## config.mk

```make
export PLATFORM = sky130hd
export DESIGN_NAME = mant_div_seq_flat
export DESIGN_NICKNAME = d
export VERILOG_FILES = /design/src/rtl/mant_div_seq_pkg.sv /design/src/rtl/mant_div_seq_if.sv /design/src/rtl/mant_div_seq_fullsub.sv /design/src/rtl/mant_div_seq.sv /design/src/flat_wrapper.sv
export SDC_FILE = /design/constraint.sdc
export NUM_CORES = 1
export LEC_CHECK = 0
export CAP_MARGIN = 0
export CORE_AREA = 2 2 96 167
export CTS_CLUSTER_DIAMETER = 100
export CTS_CLUSTER_SIZE = 10
export DETAILED_ROUTE_END_ITERATION = 8
export DIE_AREA = 0 0 98 169
export PLACE_DENSITY = 0.75
export SYNTH_ARGS = -nofsm -noshare
export SYNTH_HDL_FRONTEND = slang
export SYNTH_HIERARCHICAL = 1
export SYNTH_SLANG_ARGS = --single-unit
```

## constraint.sdc

```tcl
create_clock -name clk -period 15.8 [get_ports clk]
set_input_delay 3.95 -clock clk [delete_from_list [all_inputs] [get_ports clk]]
set_output_delay 3.95 -clock clk [all_outputs]
set_load 0.01 [all_outputs]
```

## src/rtl/mant_div_seq_pkg.sv

```systemverilog
`default_nettype none
// ============================================================================
//  Module   : fp_fma_pkg (package)
//  Purpose  : Shared constants for the FMA/divide mantissa datapath: divider
//             FSM state encodings, default mantissa width and the helper that
//             sizes the iteration counter.
//  Contents : MANT_WIDTH_DEFAULT, ST_IDLE/ST_RUN/ST_DONE, cnt_width()
//  Revision : 1.0 - initial release
// ============================================================================
package fp_fma_pkg;

   // Mantissa width including the hidden bit (single precision).
   localparam int MANT_WIDTH_DEFAULT = 24;

   // Divider FSM state encodings.
   localparam logic [1:0] ST_IDLE = 2'b00;
   localparam logic [1:0] ST_RUN  = 2'b01;
   localparam logic [1:0] ST_DONE = 2'b10;

   // Iteration counter width: it must hold WIDTH-1, so clog2(WIDTH) bits.
   // Never returns less than 1 so the counter is always a legal vector.
   function automatic int cnt_width(input int width);
      return (width > 1) ? $clog2(width) : 1;
   endfunction

endpackage : fp_fma_pkg
`default_nettype wire

```

## src/rtl/mant_div_seq_if.sv

```systemverilog
`default_nettype none
// ============================================================================
//  Interface : mant_div_seq_if
//  Purpose   : Request/response bundle of the sequential mantissa divider.
//  Signals   : start, dividend, divisor      (requester -> divider)
//              busy, done, quotient, remainder, div_by_zero, sticky
//                                            (divider -> requester)
//  Modports  : master - requester side, slave - divider side
//  Revision  : 1.0 - initial release
// ============================================================================
interface mant_div_seq_if
   import fp_fma_pkg::*;
#(
   parameter int WIDTH = MANT_WIDTH_DEFAULT
);

   logic             start;
   logic [WIDTH-1:0] dividend;
   logic [WIDTH-1:0] divisor;
   logic             busy;
   logic             done;
   logic [WIDTH-1:0] quotient;
   logic [WIDTH-1:0] remainder;
   logic             div_by_zero;
   logic             sticky;

   modport master (
      output start, dividend, divisor,
      input  busy, done, quotient, remainder, div_by_zero, sticky
   );

   modport slave (
      input  start, dividend, divisor,
      output busy, done, quotient, remainder, div_by_zero, sticky
   );

endinterface : mant_div_seq_if
`default_nettype wire

```

## src/rtl/mant_div_seq_fullsub.sv

```systemverilog
`default_nettype none
// ============================================================================
//  Module   : fullSubtractor
//  Purpose  : Single-bit full subtractor, d = a - b - b_in, borrow on b_out.
//             Borrow-side counterpart of the full adder cell; chained into a
//             ripple by the divider's trial subtract.
//  Ports    : a, b, b_in (in)  /  b_out, d (out)
//  Revision : 1.0 - initial release
// ============================================================================
module fullSubtractor (
   input  wire logic a,
   input  wire logic b,
   input  wire logic b_in,
   output logic      b_out,
   output logic      d
);

   assign d     = a ^ b ^ b_in;
   // Borrow when a < b, or when a == b and a borrow is already pending.
   assign b_out = (~a & b) | (~(a ^ b) & b_in);

endmodule : fullSubtractor
`default_nettype wire

```

## src/rtl/mant_div_seq.sv

```systemverilog
`default_nettype none
// ============================================================================
//  Module   : mant_div_seq
//  Purpose  : Sequential restoring divider for unsigned mantissas, one
//             quotient bit per clock. Returns quotient, remainder, a
//             divide-by-zero flag and an optional sticky bit.
//  Ports    : clk        - clock, rising edge
//             rst        - asynchronous active-high reset
//             div_if     - mant_div_seq_if.slave (start/dividend/divisor in;
//                          busy/done/quotient/remainder/div_by_zero/sticky out)
//  Config   : MANT_DIV_STICKY_EN - when defined, sticky is the registered
//             OR-reduction of the final remainder; otherwise tied to 0.
//  Revision : 1.0 - initial release
// ============================================================================
module mant_div_seq
   import fp_fma_pkg::*;
#(
   parameter int WIDTH = MANT_WIDTH_DEFAULT
) (
   input  wire logic     clk,
   input  wire logic     rst,
   mant_div_seq_if.slave div_if
);

   localparam int CNT_W = cnt_width(WIDTH);
   localparam logic [CNT_W-1:0] CNT_LOAD = CNT_W'(WIDTH - 1);

   // ------------------------------------------------------------------
   // State
   // ------------------------------------------------------------------
   logic [1:0]       state_q, state_d;
   logic [CNT_W-1:0] cnt_q,   cnt_d;
   // Partial remainder P. Its top bit is always 0 after the restore step,
   // so only the low WIDTH bits are stored.
   logic [WIDTH-1:0] p_q,     p_d;
   // Dividend bits leave at the MSB while quotient bits enter at the LSB;
   // after WIDTH iterations this register holds the full quotient.
   logic [WIDTH-1:0] dq_q,    dq_d;
   logic [WIDTH-1:0] dvs_q,   dvs_d;
   logic             busy_q,  busy_d;
   logic             done_q,  done_d;

   logic [WIDTH-1:0] quo_q;
   logic [WIDTH-1:0] rem_q;
   logic             dbz_q;

   // Result load strobe and values, written on the edge entering DONE.
   logic             res_ld;
   logic [WIDTH-1:0] res_quo;
   logic [WIDTH-1:0] res_rem;
   logic             res_dbz;

   // ------------------------------------------------------------------
   // Trial subtract: T = {P, next dividend bit} - {0, divisor}
   // ------------------------------------------------------------------
   logic [WIDTH:0]   p_sh;
   logic [WIDTH:0]   sub_b;
   logic [WIDTH:0]   diff;
   logic [WIDTH+1:0] brw;
   logic             bout;
   logic [WIDTH-1:0] p_new;
   logic [WIDTH-1:0] dq_next;
   logic             diff_msb_unused;

   assign p_sh   = {p_q, dq_q[WIDTH-1]};
   assign sub_b  = {1'b0, dvs_q};
   assign brw[0] = 1'b0;

   generate
      for (genvar gi = 0; gi <= WIDTH; gi++) begin : g_sub
         fullSubtractor u_fs (
            .a     (p_sh[gi]),
            .b     (sub_b[gi]),
            .b_in  (brw[gi]),
            .b_out (brw[gi+1]),
            .d     (diff[gi])
         );
      end
   endgenerate

   assign bout = brw[WIDTH+1];

   // When no borrow occurs the shifted P was below 2*divisor, so the
   // difference fits in WIDTH bits; when a borrow occurs P was restored and
   // is below the divisor. Either way the top bit of the result is 0.
   assign p_new           = bout ? p_sh[WIDTH-1:0] : diff[WIDTH-1:0];
   assign diff_msb_unused = diff[WIDTH];
   assign dq_next         = {dq_q[WIDTH-2:0], ~bout};

   // ------------------------------------------------------------------
   // Next-state logic
   // ------------------------------------------------------------------
   always_comb begin
      state_d = state_q;
      cnt_d   = cnt_q;
      p_d     = p_q;
      dq_d    = dq_q;
      dvs_d   = dvs_q;
      busy_d  = busy_q;
      done_d  = 1'b0;
      res_ld  = 1'b0;
      res_quo = '0;
      res_rem = '0;
      res_dbz = 1'b0;

      case (state_q)
         ST_IDLE: begin
            if (div_if.start) begin
               dvs_d  = div_if.divisor;
               dq_d   = div_if.dividend;
               p_d    = '0;
               cnt_d  = CNT_LOAD;
               busy_d = 1'b1;
               if (div_if.divisor == '0) begin
                  // Divide by zero completes without any iterations.
                  state_d = ST_DONE;
                  done_d  = 1'b1;
                  res_ld  = 1'b1;
                  res_quo = '1;
                  res_rem = div_if.dividend;
                  res_dbz = 1'b1;
               end else begin
                  state_d = ST_RUN;
               end
            end
         end

         ST_RUN: begin
            p_d  = p_new;
            dq_d = dq_next;
            if (cnt_q == '0) begin
               state_d = ST_DONE;
               done_d  = 1'b1;
               res_ld  = 1'b1;
               res_quo = dq_next;
               res_rem = p_new;
               res_dbz = 1'b0;
            end else begin
               cnt_d = cnt_q - 1'b1;
            end
         end

         ST_DONE: begin
            state_d = ST_IDLE;
            busy_d  = 1'b0;
         end

         default: begin
            state_d = ST_IDLE;
            busy_d  = 1'b0;
         end
      endcase
   end

   // ------------------------------------------------------------------
   // Registers
   // ------------------------------------------------------------------
   always_ff @(posedge clk or posedge rst) begin
      if (rst) begin
         state_q <= ST_IDLE;
         cnt_q   <= '0;
         p_q     <= '0;
         dq_q    <= '0;
         dvs_q   <= '0;
         busy_q  <= 1'b0;
         done_q  <= 1'b0;
      end else begin
         state_q <= state_d;
         cnt_q   <= cnt_d;
         p_q     <= p_d;
         dq_q    <= dq_d;
         dvs_q   <= dvs_d;
         busy_q  <= busy_d;
         done_q  <= done_d;
      end
   end

   always_ff @(posedge clk or posedge rst) begin
      if (rst) begin
         quo_q <= '0;
         rem_q <= '0;
         dbz_q <= 1'b0;
      end else if (res_ld) begin
         quo_q <= res_quo;
         rem_q <= res_rem;
         dbz_q <= res_dbz;
      end
   end

`ifdef MANT_DIV_STICKY_EN
   logic sticky_q;

   // Registered alongside the remainder; on divide by zero the remainder is
   // the dividend, so this reports a non-zero dividend.
   always_ff @(posedge clk or posedge rst) begin
      if (rst) begin
         sticky_q <= 1'b0;
      end else if (res_ld) begin
         sticky_q <= |res_rem;
      end
   end

   assign div_if.sticky = sticky_q;
`else
   assign div_if.sticky = 1'b0;
`endif

   assign div_if.busy        = busy_q;
   assign div_if.done        = done_q;
   assign div_if.quotient    = quo_q;
   assign div_if.remainder   = rem_q;
   assign div_if.div_by_zero = dbz_q;

endmodule : mant_div_seq
`default_nettype wire
```

## src/flat_wrapper.sv

```systemverilog
// flat-port wrapper written by rule: the top's interface ports become plain ports
module mant_div_seq_flat import fp_fma_pkg::*;
#(
   parameter int WIDTH = MANT_WIDTH_DEFAULT
)
  (clk, rst, div_if_start, div_if_dividend, div_if_divisor, div_if_busy, div_if_done, div_if_quotient, div_if_remainder, div_if_div_by_zero, div_if_sticky);
  mant_div_seq_if #(.WIDTH(WIDTH)) div_if_i ();
  input  wire logic clk;
  input  wire logic rst;
  input wire logic [$bits(div_if_i.start)-1:0] div_if_start;
  input wire logic [$bits(div_if_i.dividend)-1:0] div_if_dividend;
  input wire logic [$bits(div_if_i.divisor)-1:0] div_if_divisor;
  output wire logic [$bits(div_if_i.busy)-1:0] div_if_busy;
  output wire logic [$bits(div_if_i.done)-1:0] div_if_done;
  output wire logic [$bits(div_if_i.quotient)-1:0] div_if_quotient;
  output wire logic [$bits(div_if_i.remainder)-1:0] div_if_remainder;
  output wire logic [$bits(div_if_i.div_by_zero)-1:0] div_if_div_by_zero;
  output wire logic [$bits(div_if_i.sticky)-1:0] div_if_sticky;
  assign div_if_i.start = div_if_start;
  assign div_if_i.dividend = div_if_dividend;
  assign div_if_i.divisor = div_if_divisor;
  assign div_if_busy = div_if_i.busy;
  assign div_if_done = div_if_i.done;
  assign div_if_quotient = div_if_i.quotient;
  assign div_if_remainder = div_if_i.remainder;
  assign div_if_div_by_zero = div_if_i.div_by_zero;
  assign div_if_sticky = div_if_i.sticky;
  mant_div_seq #(.WIDTH(WIDTH)) u_core (.clk(clk), .rst(rst), .div_if(div_if_i));
endmodule
```

==> results of run 1 <==
[per-stage QoR]
| stage | util (%) | hold slack (ns) | setup WS [ns] | cells |
|---|---|---|---|---|
| after global placement | 51.6 | 0.460 | 2.98 | 944 |
| after global routing | 55.5 | 0.500 | 1.95 | 976 |
| after CTS | 55.5 | 0.481 | 2.70 | 976 |
| final | 55.5 | 0.475 | 2.75 | 976 |
| after detailed placement | 51.6 | 0.467 | 2.79 | 944 |
| after floorplan | - | 0.446 | 3.42 | 694 |
[sequential cells by signal (all words and copies together), names as in the netlist]
name                       flops
u_core/cnt_q                   5
u_core/div_if.busy             1
u_core/div_if.div_by_zero      1
u_core/div_if.done             1
u_core/div_if.quotient        24
u_core/div_if.remainder       24
u_core/dq_q                   24
u_core/dvs_q                  24
u_core/p_q                    24
u_core/state_q                 2
[synthesized netlist by cell type]
cell,number
a21o_1,21
a21oi_1,25
a221o_1,24
a22oi_1,12
a2bb2oi_1,1
and2_1,3
and2b_1,1
and3b_1,11
buf_1,1
buf_2,13
buf_4,1
buf_6,2
clkbuf_1,31
conb_1,1
dfrtp_1,130
fa_1,25
ha_1,2
inv_1,80
mux2i_1,24
nand2_1,98
nand2b_1,2
nand3_1,3
nand4_1,1
nand4_2,1
nor2_1,69
nor2_4,1
nor2b_1,13
nor3_1,4
nor3_2,1
nor3b_1,2
nor4_1,2
nor4_2,4
nor4b_2,1
o211a_1,21
o211ai_1,2
o21ai_0,32
o21ai_1,20
o21bai_1,1
or2_1,1
or3_1,1
or4b_1,1
xor2_1,3
[logic make-up after synthesis]
kind of cell / share of synthesized area [%]
other: 0.0559
adders and majority gates: 7.83
and+or+nand+nor: 15.4
muxes: 3.58
AOI/OAI and AO/OA: 16.6
buffers and inverters: 7.68
DFF: 48.5
xor gates and xnor gates: 0.391
[power breakdown]
| part | internal, mW | total [mW] | switching, mW |
|---|---|---|---|
| Sequential | 0.487 | 0.606 | 0.119 |
| Clock | 0.245 | 0.392 | 0.147 |
| Combinational | 0.390 | 0.813 | 0.423 |
| Total | 1.12 | 1.81 | 0.689 |
[worst max path at each step]
stage	cells after the start	endpoint
after CTS	78	u_core/div_if.remainder[22]
after global routing	78	u_core/div_if.remainder[7]
final	78	u_core/div_if.remainder[7]
after detailed placement	78	u_core/div_if.remainder[22]
after global placement	78	u_core/div_if.remainder[22]
after floorplan	79	u_core/div_if.remainder[0]
[area by class of cell]
type                    instances  area, um2
inverters                      80        303
repair buffers                112       1090
fillers                      1356       6780
well taps                     186        233
clock inverters                12        131
flip-flops and latches        130       3250
clock buffers                  20        467
multi-input cells             436       2980
[critical path, delay by kind of cell (launching register included)]
family	cells	cell delay (ns)
buffers and inverters	50	2.91
AND/OR/NAND/NOR	1	0.10
AO/OA/AOI/OAI	1	0.35
adder cells (fa/ha/maj)	25	8.88
flip-flops	1	0.42
multiplexers	1	0.26
[layer usage]
metal	vias to the layer above	track usage [%]
met5	-	0
met4	0	9.30
met3	26	3.14
met2	163	37.9
met1	2624	25.1
li1	2463	-
==> results.ini, run 1 <==
[die]
start_util_pct=44.0
die-area_um2=16600
num_rows=60
die_y_um=169
fp.coreArea_um2=15200
fp.dieW_um=98
ios=103

[sta]
setup_violations=0
finalHoldViolCount=0
max_slew.worst_pin.slew_ns=1.24
finalCritPeriodShare_pct=82.6
drv_slew=0
tns_ns=0
fin_crit_ns=13.05
slew_headroom_pct=16.6
clock_skew_ns=0.00856
rsz0062_at_grt=no
max_freq_ghz=0.0766

[setup_path]
end_kind=register
critical_path.max_fanout=26
critPathMaxStageDelay_ns=0.42
reg2reg_depth=78
r2r_end=u_core/div_if.remainder[7]
worstPathRequired_ns=16.09
path_class=reg2reg
startpoint=u_core/dq_q[23]
cp_slowest_cell=dfrtp_1
crit_top_cell=inv_1
crit-reg2reg-launch=u_core/dq_q[23]
cp-start-kind=register
worst-r2r-setup-slack_ns=2.75
crit_arrival_ns=13.34

[logic_synthesis]
avgSynthCellArea_um2=9.70
synth_area_um2=6710
yosysWarnings=6
ys_types=42
ys_ff_latch=130
yosys-top-cells-area=dfrtp_1 48%, fa_1 7.5%, nand2_1 5.5%, inv_1 4.5%, nor2_1 3.9%
synthCells=692
yosys.area.top_type=dfrtp_1
netlist.area_leader.share_pct=48.5
yosysSeqAreaShare_pct=48.5

[detailed_routing]
vias=5276
drt_wl_total_um=16800
drt_iter0_markers=380
dr.pass1.iters=5
routed-wl-met3_um=707
ant_nets=0
via_per_inst=5.41
drt-met1-wl_um=6510
route.detailed.drc=0
wl_met2_um=9090
wl_per_cell_um=17.2
routed.top_layer=met4

[pwr]
power_mw=1.81
p_per_area_nw_per_um2=214
power.leakage_nw=4.28
vdd_drop_max_mv=0.0885

[run_status]
outcome=completed

[clock_tree]
cts_inserted_buffers=17
clk_latency_ns=0.41
cts_hold_buf=0
cts_root_buffer=clkbuf_16
post_cts_buffers=0
cts_resized=0
cts_sinks=130
clk_pin_slew_worst_paths_ns=0.06
cts_buffer_depth=2
cts_tree=built
h-tree-depth=4

[global_routing]
grt_antenna_before_repair=0
grt_pass1_vias=5343
grt_overflow_total=0
grtUsageTotal_pct=21.2
grt_pass1_wl_um=27800
grt_start_max_net_pins=68

[placed_design]
gp_congestion=0.877
io_buffer_count=101
dpl-instance-area_um2=7860
dpl.hpwl_um=11800

[worst_hold_path]
hold_class=reg2reg
whs_path_depth=2
min_to=u_core/dvs_q[13]
min_from=u_core/dvs_q[13]

[run]
max-cap-violations=0

[layout]
final_nets=855
drive_gt1_share_pct=6.84
mostFrequentLayoutCell=dfrtp_1
syn_to_final_growth_pct=26.0
diodes=0
final_area_um2=8460
most-common-layout-cells=130 x dfrtp_1, 101 x clkdlybuf4s50_1, 98 x nand2_1

Power figures use the tool's default switching activity.
==> run 2: changes to the inputs <==
PLACE_DENSITY = 0.78   (was 0.75)
clock period = 10.5 ns   (was 15.8 ns; I/O delays follow)
==> run 2 against run 1 <==
The run now ends with negative setup slack left; critical endpoint is now u_core/p_q[20]; sequential share of layout area is 1.7 points lower; wire length is 6.4% higher; setup slack worse by 4.2 ns; global-route usage is 0.81 points higher; highest routed layer unchanged; sequential power is 54% higher; critical path depth is 3 higher; clock-buffer cell count is 2 lower.
==> results.ini, run 2 (synthesis gave the netlist of run 1 again) <==
[run_status]
outcome=finished, violations left
violations=negative setup slack

[global_routing]
grt_pass1_wl_um=28700
grt_overflow_total=0
grt_antenna_before_repair=0
grt_pass1_vias=5615
grt_start_max_net_pins=78
grtUsageTotal_pct=22.0

[sta]
finalCritPeriodShare_pct=114
fin_crit_ns=11.99
max_slew.worst_pin.slew_ns=1.32
drv_slew=0
max_freq_ghz=0.0834
rsz0062_at_grt=yes
setup_violations=50
clock_skew_ns=0.00959
finalHoldViolCount=0
setup_slack_ns=-1.49
slew_headroom_pct=11.9

[setup_path]
crit_top_cell=inv_2
reg2reg_depth=81
end_kind=register
path_buf_inv=53
cp-start-kind=register
critPathMaxStageDelay_ns=0.37
critical_path.max_fanout=5
crit-reg2reg-launch=u_core/dvs_q[0]
worstPathRequired_ns=10.81
crit_arrival_ns=12.29
path_class=reg2reg
worst-r2r-setup-slack_ns=-1.49
crit_family=adder cells
startpoint=u_core/dvs_q[0]
r2r_end=u_core/p_q[20]
cp_slowest_cell=dfrtp_1

[worst_hold_path]
hold_class=reg2reg
min_from=u_core/dvs_q[20]
min_to=u_core/dvs_q[20]
whs_path_depth=2

[clock_tree]
cts_tree=built
cts_buffer_depth=2
cts_inserted_buffers=17
clk_latency_ns=0.42
cts_sinks=130
h-tree-depth=4
cts_root_buffer=clkbuf_16
cts_hold_buf=0
clk_pin_slew_worst_paths_ns=0.06

[layout]
mostFrequentLayoutCell=dfrtp_1
drive_gt1_share_pct=19.7
syn_to_final_growth_pct=31.8
final_nets=879
most-common-layout-cells=130 x dfrtp_1, 101 x clkdlybuf4s50_1, 98 x nand2_1
diodes=0

[run]
max-cap-violations=0

[die]
start_util_pct=44.0
num_rows=60
die-area_um2=16600
die_y_um=169
fp.dieW_um=98
ios=103
fp.coreArea_um2=15200

[detailed_routing]
drt_wl_total_um=17800
via_per_inst=5.39
ant_nets=0
route.detailed.drc=0
drt_iter0_markers=418
vias=5391
dr.pass1.iters=5
wl_per_cell_um=17.8

[pwr]
power.leakage_nw=4.34
power_mw=3.18
p_per_area_nw_per_um2=359
vdd_drop_max_mv=0.144

[placed_design]
dpl.hpwl_um=11800
post-place-ws_ns=-1.27
gp_congestion=0.885
io_buffer_count=101

run 2: changes by cell type in the layout (fill, tap and decap cells not counted), sizes merged:
cell / delta
inv: +1
clkinv: +3
clkinvlp: -2
clkbuf: -1
buf: +23
run 2: area by class of cell:
| type | instances | area [um2] |
|---|---|---|
| clock buffers | 18 | 429 |
| clock inverters | 14 | 158 |
| fillers | 1293 | 6390 |
| inverters | 80 | 308 |
| multi-input cells | 436 | 3110 |
| flip-flops and latches | 130 | 3250 |
| well taps | 186 | 233 |
| repair buffers | 136 | 1360 |
run 2: worst reg2reg max path, delay by kind of cell, from the launching register on:
| family | cells | cell delay (ns) |
|---|---|---|
| fa+ha+maj | 25 | 8.22 |
| compound gates | 1 | 0.15 |
| flops | 1 | 0.37 |
| simple gates | 1 | 0.09 |
| mux | 1 | 0.22 |
| buf+inv | 53 | 2.84 |
run 2: metrics by stage:
| step | setup TNS (ns) | area, um2 | std cells | util (%) | hold WS, ns |
|---|---|---|---|---|---|
| 3_3_place_gp | -49.96 | 8070 | 961 | 52.9 | 0.459 |
| 6_report | -67.61 | 8850 | 1000 | 58.0 | 0.473 |
| 5_1_grt | -87.40 | 8850 | 1000 | 58.0 | 0.510 |
| 2_1_floorplan | -32.65 | 6810 | 694 | - | 0.446 |
| 3_5_place_dp | -59.23 | 8070 | 961 | 52.9 | 0.464 |
| 4_1_cts | -66.39 | 8750 | 997 | 57.4 | 0.479 |
run 2: timing repair:
action | CTS | global route
resized for setup | 25 | 38
pin swaps | 2 | 7
endpoints found under the hold margin | 0 | 0
cloned | 2 | 1
setup buffers | 2 | 4
endpoints found under the setup margin | 50 | 50
run 2: power breakdown:
part	internal (mW)	leakage, nW	total, mW	switching [mW]
Clock	0.353	0.283	0.591	0.238
Sequential	0.733	1.59	0.933	0.200
Combinational	0.861	2.48	1.65	0.791
Total	1.95	4.34	3.18	1.23
run 2: how the worst max path moves through the flow:
stage / slack, ns / cells after the start / endpoint
detailed placement: -1.27 / 79 / u_core/div_if.remainder[16]
global placement: -1.08 / 78 / u_core/div_if.remainder[14]
global route: -1.86 / 81 / u_core/p_q[20]
CTS: -1.41 / 80 / u_core/div_if.remainder[7]
floorplan: -0.81 / 79 / u_core/div_if.remainder[0]
finish: -1.49 / 81 / u_core/p_q[20]
run 2: routing by layer:
layer	part of all wire, %	up-vias	track usage [%]
met4	4.2	0	11.4
met3	4.6	48	3.55
met5	0	-	0
li1	-	2521	-
met2	54	199	39.8
met1	37	2623	24.6
